`src/rtl/alu_seq_unit.sv`:
```
// alu_seq_unit: handshaked, width-generic sequential ALU.
// Single-cycle ops (ADD/SUB/AND/OR/XOR/SHR) respond one cycle after accept.
// MUL (shift-add) and DIV (restoring) iterate WIDTH times in CALC.
// Build option: define ALU_MULDIV_EN to include the iterative MUL/DIV datapath.
// Without it, opcodes 110/111 respond in one cycle with err=1.
//
// state | meaning
// IDLE  | ready for a request
// CALC  | MUL/DIV iterating (ALU_MULDIV_EN builds only)
// DONE  | response valid, held until out_ready
module alu_seq_unit #(
  parameter int WIDTH = 8
) (
  input  logic             clk,
  input  logic             rstN,
  input  logic             in_valid,
  output logic             in_ready,
  input  logic [2:0]       opcode,
  input  logic [WIDTH-1:0] a,
  input  logic [WIDTH-1:0] b,
  output logic             out_valid,
  input  logic             out_ready,
  output logic [WIDTH-1:0] result,
  output logic [WIDTH-1:0] ext,
  output logic             err
);

  localparam logic [2:0] OP_ADD = 3'b000;
  localparam logic [2:0] OP_SUB = 3'b001;
  localparam logic [2:0] OP_AND = 3'b010;
  localparam logic [2:0] OP_OR  = 3'b011;
  localparam logic [2:0] OP_XOR = 3'b100;
  localparam logic [2:0] OP_SHR = 3'b101;
`ifdef ALU_MULDIV_EN
  localparam logic [2:0] OP_MUL = 3'b110;
  localparam logic [2:0] OP_DIV = 3'b111;

  localparam int            CW       = $clog2(WIDTH + 1);
  localparam logic [CW-1:0] CNT_LOAD = CW'(WIDTH);
  localparam logic [CW-1:0] CNT_LAST = CW'(1);

  typedef enum logic [1:0] {IDLE, CALC, DONE} state_t;
`else
  typedef enum logic [0:0] {IDLE, DONE} state_t;
`endif

  state_t           state_q, state_d;
  logic [WIDTH-1:0] result_q, result_d;
  logic [WIDTH-1:0] ext_q, ext_d;
  logic             err_q, err_d;
  logic             accept;

`ifdef ALU_MULDIV_EN
  // {hi, lo} is the product (MUL) or {remainder, quotient} (DIV) being built;
  // opnd holds the multiplicand or divisor.
  logic [WIDTH-1:0] hi_q, hi_d;
  logic [WIDTH-1:0] lo_q, lo_d;
  logic [WIDTH-1:0] opnd_q, opnd_d;
  logic             is_div_q, is_div_d;
  logic [CW-1:0]    cnt_q, cnt_d;
  logic [WIDTH:0]   mul_sum;
  logic [WIDTH:0]   div_shl;
  logic [WIDTH-1:0] iter_hi, iter_lo;

  // One shift-add (MUL) or restoring-subtract (DIV) step on {hi, lo}
  always_comb begin
    mul_sum = {1'b0, hi_q} + (lo_q[0] ? {1'b0, opnd_q} : '0);
    div_shl = {hi_q, lo_q[WIDTH-1]};
    if (is_div_q) begin
      // remainder stays below the divisor, so the difference fits in WIDTH bits
      if (div_shl >= {1'b0, opnd_q}) begin
        iter_hi = div_shl[WIDTH-1:0] - opnd_q;
        iter_lo = {lo_q[WIDTH-2:0], 1'b1};
      end else begin
        iter_hi = div_shl[WIDTH-1:0];
        iter_lo = {lo_q[WIDTH-2:0], 1'b0};
      end
    end else begin
      iter_hi = mul_sum[WIDTH:1];
      iter_lo = {mul_sum[0], lo_q[WIDTH-1:1]};
    end
  end
`endif

  assign in_ready  = (state_q == IDLE) && rstN;
  assign accept    = in_valid && in_ready;
  assign out_valid = (state_q == DONE);
  assign result    = result_q;
  assign ext       = ext_q;
  assign err       = err_q;

  // Next-state and registered-result computation
  always_comb begin
    state_d  = state_q;
    result_d = result_q;
    ext_d    = ext_q;
    err_d    = err_q;
`ifdef ALU_MULDIV_EN
    hi_d     = hi_q;
    lo_d     = lo_q;
    opnd_d   = opnd_q;
    is_div_d = is_div_q;
    cnt_d    = cnt_q;
`endif
    case (state_q)
      IDLE: begin
        if (accept) begin
          state_d = DONE;
          ext_d   = '0;
          err_d   = 1'b0;
          case (opcode)
            OP_ADD: result_d = a + b;
            OP_SUB: result_d = a - b;
            OP_AND: result_d = a & b;
            OP_OR:  result_d = a | b;
            OP_XOR: result_d = a ^ b;
            // a shift count of WIDTH or more yields zero
            OP_SHR: result_d = a >> b;
`ifdef ALU_MULDIV_EN
            OP_MUL: begin
              state_d  = CALC;
              hi_d     = '0;
              lo_d     = b;
              opnd_d   = a;
              is_div_d = 1'b0;
              cnt_d    = CNT_LOAD;
            end
            OP_DIV: begin
              if (b == '0) begin
                result_d = '1;
                ext_d    = a;
                err_d    = 1'b1;
              end else begin
                state_d  = CALC;
                hi_d     = '0;
                lo_d     = a;
                opnd_d   = b;
                is_div_d = 1'b1;
                cnt_d    = CNT_LOAD;
              end
            end
`else
            default: begin
              result_d = '0;
              ext_d    = '0;
              err_d    = 1'b1;
            end
`endif
          endcase
        end
      end
`ifdef ALU_MULDIV_EN
      CALC: begin
        hi_d  = iter_hi;
        lo_d  = iter_lo;
        cnt_d = cnt_q - 1'b1;
        if (cnt_q == CNT_LAST) begin
          state_d  = DONE;
          result_d = iter_lo;
          ext_d    = iter_hi;
        end
      end
`endif
      DONE: begin
        if (out_ready) begin
          state_d = IDLE;
        end
      end
      default: state_d = IDLE;
    endcase
  end

  // State and datapath registers with synchronous active-low reset
  always_ff @(posedge clk) begin
    if (!rstN) begin
      state_q  <= IDLE;
      result_q <= '0;
      ext_q    <= '0;
      err_q    <= 1'b0;
`ifdef ALU_MULDIV_EN
      hi_q     <= '0;
      lo_q     <= '0;
      opnd_q   <= '0;
      is_div_q <= 1'b0;
      cnt_q    <= '0;
`endif
    end else begin
      state_q  <= state_d;
      result_q <= result_d;
      ext_q    <= ext_d;
      err_q    <= err_d;
`ifdef ALU_MULDIV_EN
      hi_q     <= hi_d;
      lo_q     <= lo_d;
      opnd_q   <= opnd_d;
      is_div_q <= is_div_d;
      cnt_q    <= cnt_d;
`endif
    end
  end

endmodule

```
`config.mk`:
```
export PLATFORM = sky130hd
export DESIGN_NAME = alu_seq_unit
export DESIGN_NICKNAME = d
export VERILOG_FILES = /design/src/rtl/alu_seq_unit.sv
export SDC_FILE = /design/constraint.sdc
export NUM_CORES = 1
export LEC_CHECK = 0
export CAP_MARGIN = 20
export CORE_UTILIZATION = 47
export CTS_CLUSTER_DIAMETER = 120
export DETAILED_ROUTE_END_ITERATION = 6
export PLACE_DENSITY = 0.76
export REMOVE_ABC_BUFFERS = 1
export SYNTH_ARGS = -nofsm -noshare
export SYNTH_HDL_FRONTEND = slang
export SYNTH_SLANG_ARGS = --single-unit
```
`constraint.sdc`:
```
create_clock -name clk -period 6.8 [get_ports clk]
set_input_delay 1.02 -clock clk [delete_from_list [all_inputs] [get_ports clk]]
set_output_delay 1.02 -clock clk [all_outputs]
set_load 0.01 [all_outputs]
```
==> metrics.md <==
| Metric | Value |
|---|---|
| Outcome | `finished, final reports clean` |
| Worst setup path start | `opcode[0]` |
| Root Buffer | `clkbuf_4` |
| Gpl congestion | `0.858` |
| Grt total ovfl | `0` |
| Fin crit period | `4.07 ns` |
| Worst hold-check path type | `reg2reg` |
| Diodes inserted | `0` |
| Worst-path clk slew | `0.07 ns` |
| Synth unique cells | `52` |
| Die width | `62.6 microns` |
| Synthesized area per cell | `7.89 sq um` |
| Final Hold Viols | `0` |
| Worst hold slack | `0.458 ns` |
| HP Start | `err` |
| Synth top area share | `17.4%` |
| Post_cts resized | `0` |
| Critical path's largest stage delay | `0.92 ns` |
| Peak fanout along the critical path | `19` |
| Final Non-Filler Cells | `292` |
| Hold_buf cts | `0` |
| Grt met3 use | `3.10%` |
| DIE HEIGHT | `62.6 microns` |
| GRT Max-Usage Layer | `met2` |
| R2R cell count | `5` |
| Tcrit/Tclk final | `59.9%` |
| Drt drc | `0` |
| Clock Latency Late Sink | `0.27 ns` |
| Fill cells | `322` |
| Clock Skew | `0.000765 ns` |
| Post-synth top cells | `ha_1 (24), inv_1 (22), nor2_1 (18)` |
| Synth warn | `0` |
| CP Depth | `9` |
| Fraction of final layout cells sized beyond drive strength 1 | `5.69%` |
| Final net count | `295` |
| Cell taking the most area after synthesis | `ha_1` |
| Asr flop ratio synth | `0%` |
| Starting density of the core | `50.6%` |
| Vias in the first global route | `1610` |
| Overall Power | `0.000254 W` |
| Initial antenna violation count | `0` |
| Crit path required time | `6.97 ns` |
| Largest net degree at the start of global routing | `20` |
| Core area | `3420 sq um` |
| # IOs | `42` |
| Met1 GRT Util | `31.5%` |
| Main synth FF type | `dfxtp_1` |
| Slew HR | `53.5%` |
| Crit-path cells | `clkdlybuf4s50_1, nor3b_2, mux2i_1, fa_1, a21o_1, a21oi_1, xnor2_1, a221o_1, a32o_1` |
| RSZ-0062 raised after global routing | `false` |
| Syn Inst Count | `219` |
| Max Clk Rate | `0.245 GHz` |
| Routed WL | `4.52 mm` |
| Critical Path Source Type | `input pin` |
| CTS sink count | `10` |
| Crit-path slowest cell | `clkdlybuf4s50_1` |
| Final count of negative-setup-slack endpoints | `0` |
| First-pass GRT wire length | `7.60 mm` |
| IO buf count | `33` |
| Most numerous cell in the Yosys netlist | `ha_1` |
| R2R Path Start | `out_valid` |
| Number of synthesized flops with an enable pin | `0` |
| Max Root-Sink Buffers | `2` |
| Pleak | `0.894 nW` |
| Hold Path Cell Cnt | `2` |
| H-tree depth | `1` |
| Post-synth design cell area | `1730 sq um` |
| CP endpoint kind | `flip-flop` |
| Crit Path Class | `in2reg` |
| Max VDD drop | `47.0 uV` |
| Row count | `21` |
| Via count | `1702` |
| Pwr per Cell Area | `123 nW/um^2` |
| Post-synthesis sequential area ratio | `11.6%` |
| First drt pass iteration count | `4` |
| Num CTS Buffers | `3` |
| Drt initial violations | `117` |
| Met2 usage | `40.1%` |
| Final Max Tran Viols | `0` |
| Delay-heaviest family, CP | `compound AO/OA/AOI/OAI gates` |
| CP arrival | `4.24 ns` |
| Worst Path Buf+Inv | `1` |
| Max_cap viols | `0` |
| DP Wirelength | `3.55 mm` |
| CTS tree | `yes` |
| Dpl cells | `288` |
| Vias/cell | `5.83` |
| Synth Register Bits | `10` |
| Area grow syn2layout | `19.8%` |
| Worst-margin pin slew | `0.695 ns` |
| Total track usage | `23.8%` |
| Setup TNS Final | `0 ns` |
| Remaining antenna violation count after routing | `0` |
| WL/cell | `15.5 microns` |
| Die area | `3920 sq um` |
| Post-CTS Setup Bufs | `0` |
| Top cells by area, synth | `ha_1 (17%), dfxtp_1 (12%), mux2i_1 (6.4%)` |
-- metal layers --
| metal | vias to the layer above | part of all wire, % |
|---|---|---|
| met5 | - | 0 |
| met4 | 0 | 1.5 |
| met2 | 73 | 45 |
| li1 | 835 | - |
| met1 | 784 | 47 |
| met3 | 10 | 6.5 |
-- logic make-up after synthesis --
group	count (synthesis)	synth area share, %
other	1	0.217
buffers and inverters	39	11.0
XOR/XNOR	10	5.07
AO/OA/AOI/OAI	59	23.5
flip-flops	10	11.6
multiplexers	14	10.3
adder cells (fa/ha/maj)	25	18.5
AND/OR/NAND/NOR	61	19.8
-- tightest hold or removal path, cell delays in order, from the launching register on --
cell     delay, ns
dfxtp_1       0.31
nand2_1       0.05
a21oi_1       0.05
-- cell type report --
type,count,area (sq um),share of cell area [%]
clock buffer,4,36.3,1.75
inverter,22,82.6,3.99
multi-input combinational,177,1360,65.9
sequential,10,200,9.67
tap,46,57.6,2.78
timing repair buffer,33,330,16.0
-- path summary, 6_finish.rpt --
kind,endpoint,slack (ns)
worst max-delay path,result[4],2.73
worst min-delay path,err,0.46
worst max register to register,result[1],5.03
worst min register to register,err,0.46
-- where the power goes --
part	switching, W	total (W)	internal [W]
Clock	0.0000219	0.0000545	0.0000326
Combinational	0.0000727	0.000135	0.0000621
Sequential	0.00000248	0.0000647	0.0000622
Total	0.0000971	0.000254	0.000157
-- layout by cell type (no fill, tap or decap), types with 5 or more instances in the layout --
cell type / synthesis / routed
mux2i_1: 11 / 11
xnor2_1: 8 / 8
nor2_1: 18 / 18
nand2_1: 11 / 11
ha_1: 24 / 24
nand3_1: 8 / 8
a31oi_1: 5 / 5
a21oi_1: 12 / 12
dfxtp_1: 10 / 10
inv_1: 22 / 22
clkdlybuf4s50_1: 0 / 33
conb_1: 1 / 8
o21ai_0: 13 / 13
-- flip-flops by register name, summed over array words and instances (netlist names) --
register / count
err: 1
out_valid: 1
result: 8
-- stage by stage --
stage | setup slack, ns | util (%) | instance area, sq um
after floorplan | 3.79 | - | 1650
after global placement | 2.62 | 59.6 | 2030
after detailed placement | 2.48 | 59.6 | 2030
after CTS | 2.74 | 60.6 | 2070
after global routing | 2.49 | 60.6 | 2070
final | 2.73 | 60.6 | 2070
Power figures use the tool's default switching activity.
